`config.mk`:
```
export PLATFORM = sky130hd
export DESIGN_NAME = wb_write_arbiter
export DESIGN_NICKNAME = d
export VERILOG_FILES = /design/src/rtl/wb_write_arbiter_pkg.sv /design/src/rtl/wb_result_fifo.sv /design/src/rtl/wb_write_arbiter_fifo.sv /design/src/rtl/wb_write_arbiter.sv
export SDC_FILE = /design/constraint.sdc
export NUM_CORES = 1
export LEC_CHECK = 0
export ABC_AREA = 1
export CORE_MARGIN = 8
export CORE_UTILIZATION = 54
export CTS_CLUSTER_DIAMETER = 50
export CTS_CLUSTER_SIZE = 8
export DETAILED_ROUTE_END_ITERATION = 16
export GPL_ROUTABILITY_DRIVEN = 0
export GPL_TIMING_DRIVEN = 0
export PLACE_DENSITY_LB_ADDON = 0.12
export RECOVER_POWER = 100
export SLEW_MARGIN = 15
export SYNTH_ARGS = -nofsm -noshare
export SYNTH_HDL_FRONTEND = slang
export SYNTH_HIERARCHICAL = 1
export SYNTH_SLANG_ARGS = --single-unit
```
`constraint.sdc`:
```
create_clock -name CLK -period 7.1 [get_ports CLK]
set_input_delay 1.42 -clock CLK [delete_from_list [all_inputs] [get_ports CLK]]
set_output_delay 1.42 -clock CLK [all_outputs]
set_load 0.03 [all_outputs]
```
`src/rtl/wb_write_arbiter_pkg.sv`:
```
// Shared types and constants for the register-array writeback arbiter.
// Result payload is rd index plus XLEN-wide data.
package wb_write_arbiter_pkg;

  localparam int unsigned XLEN      = 64;
  localparam int unsigned REG_IDX_W = 5;
  localparam int unsigned NUM_REGS  = 32;

  typedef struct packed {
    logic [REG_IDX_W-1:0] rd;
    logic [XLEN-1:0]      data;
  } wb_result_t;

  // One-hot mask bit for a register index.
  function automatic logic [NUM_REGS-1:0] rd_bit(input logic [REG_IDX_W-1:0] rd);
    return NUM_REGS'(1) << rd;
  endfunction

endpackage

```
`src/rtl/wb_result_fifo.sv`:
```
// Synchronous FIFO for long-path results; pointers carry an extra MSB to tell full from empty.
// Push is ignored when full, pop is ignored when empty.
module wb_result_fifo
  import wb_write_arbiter_pkg::*;
#(
  parameter int unsigned Depth = 4
) (
  input  logic       clk_i,
  input  logic       rst_i,
  input  logic       push_i,
  input  wb_result_t data_i,
  input  logic       pop_i,
  output wb_result_t data_o,
  output logic       full_o,
  output logic       empty_o
);

  localparam int unsigned AddrW = (Depth > 1) ? $clog2(Depth) : 1;

  logic [AddrW:0] wr_ptr_q, wr_ptr_d;
  logic [AddrW:0] rd_ptr_q, rd_ptr_d;
  wb_result_t     mem_q [Depth];
  logic           do_push, do_pop;

  always_comb begin
    empty_o  = (wr_ptr_q == rd_ptr_q);
    full_o   = (wr_ptr_q[AddrW] != rd_ptr_q[AddrW]) &&
               (wr_ptr_q[AddrW-1:0] == rd_ptr_q[AddrW-1:0]);
    do_push  = push_i && !full_o;
    do_pop   = pop_i && !empty_o;
    wr_ptr_d = wr_ptr_q;
    rd_ptr_d = rd_ptr_q;
    if (do_push) begin
      wr_ptr_d = wr_ptr_q + 1'b1;
    end
    if (do_pop) begin
      rd_ptr_d = rd_ptr_q + 1'b1;
    end
    data_o = mem_q[rd_ptr_q[AddrW-1:0]];
  end

  always_ff @(posedge clk_i) begin
    if (rst_i) begin
      wr_ptr_q <= '0;
      rd_ptr_q <= '0;
    end else begin
      wr_ptr_q <= wr_ptr_d;
      rd_ptr_q <= rd_ptr_d;
    end
  end

  // Storage needs no reset: entries are only read between push and pop.
  always_ff @(posedge clk_i) begin
    if (do_push) begin
      mem_q[wr_ptr_q[AddrW-1:0]] <= data_i;
    end
  end

endmodule

```
`src/rtl/wb_write_arbiter_fifo.sv`:
```
// Pending-rd mask tracker used by the arbiter top; the result FIFO itself is in
// rtl/wb_result_fifo.sv.
module wb_write_arbiter_fifo
  import wb_write_arbiter_pkg::*;
(
  input  logic                 clk_i,
  input  logic                 rst_i,
  input  logic                 set_i,
  input  logic [REG_IDX_W-1:0] set_rd_i,
  input  logic                 clr_i,
  input  logic [REG_IDX_W-1:0] clr_rd_i,
  output logic [NUM_REGS-1:0]  mask_o
);

  logic [NUM_REGS-1:0] mask_q, mask_d;

  // Clear before set so a freshly accepted result to a just-retired rd stays pending.
  always_comb begin
    mask_d = mask_q;
    if (clr_i) begin
      mask_d = mask_d & ~rd_bit(clr_rd_i);
    end
    if (set_i) begin
      mask_d = mask_d | rd_bit(set_rd_i);
    end
  end

  always_ff @(posedge clk_i) begin
    if (rst_i) begin
      mask_q <= '0;
    end else begin
      mask_q <= mask_d;
    end
  end

  assign mask_o = mask_q;

endmodule

```
`src/rtl/wb_write_arbiter.sv`:
```
// Merges ALU/MEM and long-path writeback into one register-array write per cycle.
// Optional WB_LONG_BYPASS_EN: a long result skips the empty FIFO when the ALU is idle.
module wb_write_arbiter
  import wb_write_arbiter_pkg::*;
#(
  parameter int unsigned FIFO_DEPTH = 4,
  parameter int unsigned STARVE_MAX = 8
) (
  input  logic                 CLK,
  input  logic                 RST,
  input  logic                 ALU_VALID,
  input  logic [REG_IDX_W-1:0] ALU_RD,
  input  logic [XLEN-1:0]      ALU_DATA,
  output logic                 ALU_STALL,
  input  logic                 LONG_VALID,
  input  logic [REG_IDX_W-1:0] LONG_RD,
  input  logic [XLEN-1:0]      LONG_DATA,
  output logic                 LONG_READY,
  output logic                 RD_WB_VALID,
  output logic [REG_IDX_W-1:0] RD_WB,
  output logic [XLEN-1:0]      DATA_OUT,
  output logic [NUM_REGS-1:0]  PENDING_MASK
);

  localparam int unsigned StarveW = $clog2(STARVE_MAX + 1);

  logic                 wb_valid_q, wb_valid_d;
  logic [REG_IDX_W-1:0] wb_rd_q, wb_rd_d;
  logic [XLEN-1:0]      wb_data_q, wb_data_d;
  logic                 wb_long_q, wb_long_d;
  logic [StarveW-1:0]   starve_q, starve_d;

  logic       alu_win, long_acc, bypass;
  logic       fifo_push, fifo_pop, fifo_full, fifo_empty;
  wb_result_t fifo_in, fifo_head;

  assign LONG_READY = !fifo_full && !RST;
  assign fifo_in    = '{rd: LONG_RD, data: LONG_DATA};

  always_comb begin
    alu_win  = ALU_VALID && (ALU_RD != '0);
    long_acc = LONG_VALID && LONG_READY;
    fifo_pop = !alu_win && !fifo_empty;
`ifdef WB_LONG_BYPASS_EN
    bypass   = fifo_empty && !alu_win && long_acc && (LONG_RD != '0);
`else
    bypass   = 1'b0;
`endif
    // rd==0 long results complete the handshake but are dropped here.
    fifo_push = long_acc && (LONG_RD != '0) && !bypass;

    wb_valid_d = 1'b0;
    wb_rd_d    = wb_rd_q;
    wb_data_d  = wb_data_q;
    wb_long_d  = 1'b0;
    if (alu_win) begin
      wb_valid_d = 1'b1;
      wb_rd_d    = ALU_RD;
      wb_data_d  = ALU_DATA;
    end else if (fifo_pop) begin
      wb_valid_d = 1'b1;
      wb_rd_d    = fifo_head.rd;
      wb_data_d  = fifo_head.data;
      wb_long_d  = 1'b1;
    end else if (bypass) begin
      wb_valid_d = 1'b1;
      wb_rd_d    = LONG_RD;
      wb_data_d  = LONG_DATA;
    end

    // Saturates so a misbehaving ALU cannot re-trigger the stall pulse.
    starve_d = starve_q;
    if (fifo_empty || fifo_pop) begin
      starve_d = '0;
    end else if (alu_win && (starve_q != StarveW'(STARVE_MAX))) begin
      starve_d = starve_q + 1'b1;
    end
  end

  assign ALU_STALL = (starve_q == StarveW'(STARVE_MAX - 1)) && !RST;

  always_ff @(posedge CLK) begin
    if (RST) begin
      wb_valid_q <= 1'b0;
      wb_rd_q    <= '0;
      wb_data_q  <= '0;
      wb_long_q  <= 1'b0;
      starve_q   <= '0;
    end else begin
      wb_valid_q <= wb_valid_d;
      wb_rd_q    <= wb_rd_d;
      wb_data_q  <= wb_data_d;
      wb_long_q  <= wb_long_d;
      starve_q   <= starve_d;
    end
  end

  assign RD_WB_VALID = wb_valid_q;
  assign RD_WB       = wb_rd_q;
  assign DATA_OUT    = wb_data_q;

  wb_result_fifo #(
    .Depth (FIFO_DEPTH)
  ) u_fifo (
    .clk_i   (CLK),
    .rst_i   (RST),
    .push_i  (fifo_push),
    .data_i  (fifo_in),
    .pop_i   (fifo_pop),
    .data_o  (fifo_head),
    .full_o  (fifo_full),
    .empty_o (fifo_empty)
  );

  // A long result stays pending through the cycle its write is presented.
  wb_write_arbiter_fifo u_mask (
    .clk_i    (CLK),
    .rst_i    (RST),
    .set_i    (fifo_push),
    .set_rd_i (LONG_RD),
    .clr_i    (wb_valid_q && wb_long_q),
    .clr_rd_i (wb_rd_q),
    .mask_o   (PENDING_MASK)
  );

endmodule

```
==> metrics.md <==
| Metric | Value |
|---|---|
| Fin Hold WS | 0.454 ns |
| Final setup fails | 0 |
| Max Clock Freq | 168 MHz |
| Critical Path Sink Type | flip-flop |
| First-pass GRT wire length | 73500 um |
| Worst clock skew | around 0.022 ns |
| Mapped Cells | ~1600 |
| Hold Buf Count CTS | 0 |
| Die area | between 30000 and 40000 sq um |
| Global route total overflow | 0 |
| Busiest layer in global routing | met2 |
| Placed cell count | roughly 2300 |
| Violated checks | max-capacitance violations, max-slew violations |
| Final wirelength | ~49000 um |
| Clock Tree Buf Depth | 3 |
| Via count | roughly 13000 |
| Critical Path RT | 7.25 ns |
| H-tree lvl count | 2 |
| Worst slew pin tran | 1.84 ns |
| Post-synth EDFFs | between 200 and 300 |
| M3 GR Usage | 0.0461 |
| Fin. max-slew vios | roughly 120 |
| Final period utilization | 0.841 |
| Syn Area/Cell | 10.2 sq um |
| Final std cells w/o fill | 2392 |
| Core Box Area | 30500 sq um |
| I/O Pins | 246 |
| Worst rel slew slack | -0.231 |
| Seq cells post-synth | 391 |
| Crit-path max cell delay | 1.38 ns |
| Vias in the first global route | 12858 |
| Critical Path AT | 6.12 ns |
| Min-Delay Path Class | flip-flop to flip-flop |
| GRT Overall Usage | 0.260 |
| Hpwl dp | 34400 um |
| Worst-path clk slew | 0.05 ns |
| First DRT Iteration DRCs | 1451 |
| Worst-path fanout max | 23 |
| Share of layout cells above drive strength 1 | 0.0914 |
| First-pass DRT Iterations | 8 |
| Power per Cell Area | about 280 nW/um^2 |
| Static Leak | just over 8 nW |
| # DRC | 0 |
| Top FF cell, synth | edfxtp_1 |
| CP max-delay cell | nor2_1 |
| CTS Sinks | 391 |
| Distinct cells, synth | 32 |
| Slack of the critical path | roughly 1.1 ns |
| Yosys top cell area share | 0.497 |
| Kind of critical path | primary input to flip-flop |
| Final-report hold violation count | 0 |
| Post-CTS setup buffer count | 0 |
| Num CTS Buffers | 55 |
| Via/cell ratio | 5.60 |
| Worst Path Buf+Inv | 4 |
| Cell family with most CP delay | buffers and inverters |
| Outcome | finished, violations left |
| Post-layout util | 0.693 |
| Maximum VDD drop | between 0.15 and 0.2 mV |
| Final Power | about 6 mW |
| Routing usage on met2 | 0.397 |
| ANT nets after route | 0 |
| Worst slack at placement | 2.06 ns |
| Cell taking the most area after synthesis | edfxtp_1 |
| Final Critical Period | 5.97 ns |
| Worst skew pair latency | 0.56 ns |
| Synthesis-to-layout area growth | 26.9% |
| Die Height | 192 um |
| Syn nets | 1789 |
| Max-cap viol count | 4 |
| Async set-reset flop share out of synthesis | 0 |
| Port buffer count | 244 |
| Resize count post-CTS | 0 |
| Nets | 2100 |
| CTS tree | yes |
| Sequential area share after synthesis | 0.636 |
| Routing usage on met1 | 0.365 |
| Area contributors post-synth | edfxtp_1 (50%), dfxtp_1 (14%), nand2_1 (6.3%) |
| WL/cell | 20.6 um |
| CTS root buf | clkbuf_16 |
| Num rows | 64 |
| Netlist Area Pre-Place | about 17000 sq um |
| Antenna violations before repair | 4 |
| Die X | 192 um |
| Initial Utilization | 0.546 |
| CP startpoint kind | primary input |
| Crit path cell chain | dlygate4sd3_1 -> clkbuf_1 -> nor2_1 -> nand3_1 -> inv_1 -> nand2_1 -> nor2_1 -> clkbuf_1 |
| Pin count of the biggest net entering global routing | 50 |
| YS warnings | 6 |
| RSZ-0062 raised after global routing | false |
## power breakdown
group	switching, mW	internal, mW	total [mW]	leakage (nW)
sequential	0.0453	2.53	2.58	3.45
combinational	0.625	0.311	0.936	4.07
clock	0.915	1.44	2.35	0.743
## kinds of logic (layout without fill, tap and decap cells)
kind of cell | after synthesis | after routing | synth area share
buffers and inverters | 244 | 596 | 0.0704
adders and majority gates | 7 | 7 | 0.00526
other | 0 | 4 | 0
DFF | 391 | 391 | 0.636
and+or+nand+nor | 690 | 690 | 0.184
AOI/OAI and AO/OA | 306 | 306 | 0.104
xor gates and xnor gates | 2 | 2 | 0.00105
## synthesized netlist by cell type, types with 4 or more instances
cell	instances
nand2_1	280
edfxtp_1	276
nor2_1	219
nand3_1	137
inv_1	133
dfxtp_1	115
o21ai_0	98
o22ai_1	69
a21oi_1	57
o21ai_1	52
buf_2	42
nand3_2	40
a21oi_2	30
clkbuf_1	24
buf_6	12
buf_1	10
buf_4	8
ha_1	7
nand4_1	6
buf_8	4
## worst paths after layout
path	from	endpoint	slack (ns)	cells after the start
setup / recovery	RST	u_fifo/mem_q[0][25]	1.13	8
hold / removal	u_mask/mask_o[25]	u_mask/mask_o[25]	0.45	2
setup reg to reg	u_fifo/wr_ptr_q[0]	u_fifo/mem_q[0][25]	2.26	11
hold reg to reg	u_mask/mask_o[25]	u_mask/mask_o[25]	0.45	2
## worst reg2reg max path, stage by stage, from the launching register on
cell and delay (ns):
dfxtp_1 0.43, inv_1 0.12, nand2_1 0.08, nand2_1 0.07, nand3_2 0.16, inv_1 0.07, nor2_1 0.23, nand3_1 0.11
inv_1 0.28, nand2_1 0.16, nor2_1 1.38, clkbuf_1 1.34
## placed cells by master (no fill, tap or decap), types with 72 or more instances in the layout
cell type	netlist	routed
clkbuf_1	24	82
edfxtp_1	276	276
a21oi_1	57	72
o21ai_0	98	98
dfxtp_1	115	115
nand2_1	280	281
dlygate4sd3_1	0	175
nor2_1	219	221
inv_1	133	132
nand3_1	137	137
## metrics by stage
step	setup TNS [ns]	instance area (sq um)
floorplan	0	16700
detailed placement	0	19900
CTS	0	21400
global placement	-429.55	19600
global route	0	21200
finish	0	21200
## layout make-up
class | count | area (sq um)
multi-input cells | 1005 | 4820
repair buffers | 254 | 2540
clock buffers | 95 | 1530
fillers | 2335 | 9360
clock inverters | 3 | 41.3
flip-flops and latches | 391 | 10600
diodes | 4 | 10.0
inverters | 139 | 526
plain buffers | 105 | 609
well taps | 396 | 495
## state kept, by name (all words and copies together) (netlist names), named ones only
| signal | cells |
|---|---|
| u_fifo/mem_q | 276 |
| DATA_OUT | 64 |
| u_mask/mask_o | 32 |
| RD_WB | 5 |
| starve_q | 4 |
| u_fifo/rd_ptr_q | 3 |
| u_fifo/wr_ptr_q | 3 |
| RD_WB_VALID | 1 |
| wb_long_q | 1 |
## metal layers
layer / share of wire / vias up
met5: 0 / -
met4: 0.028 / 0
met3: 0.097 / 86
met2: 0.46 / 704
met1: 0.42 / 6371
li1: - / 6246
(Power assumes the default switching activity.)
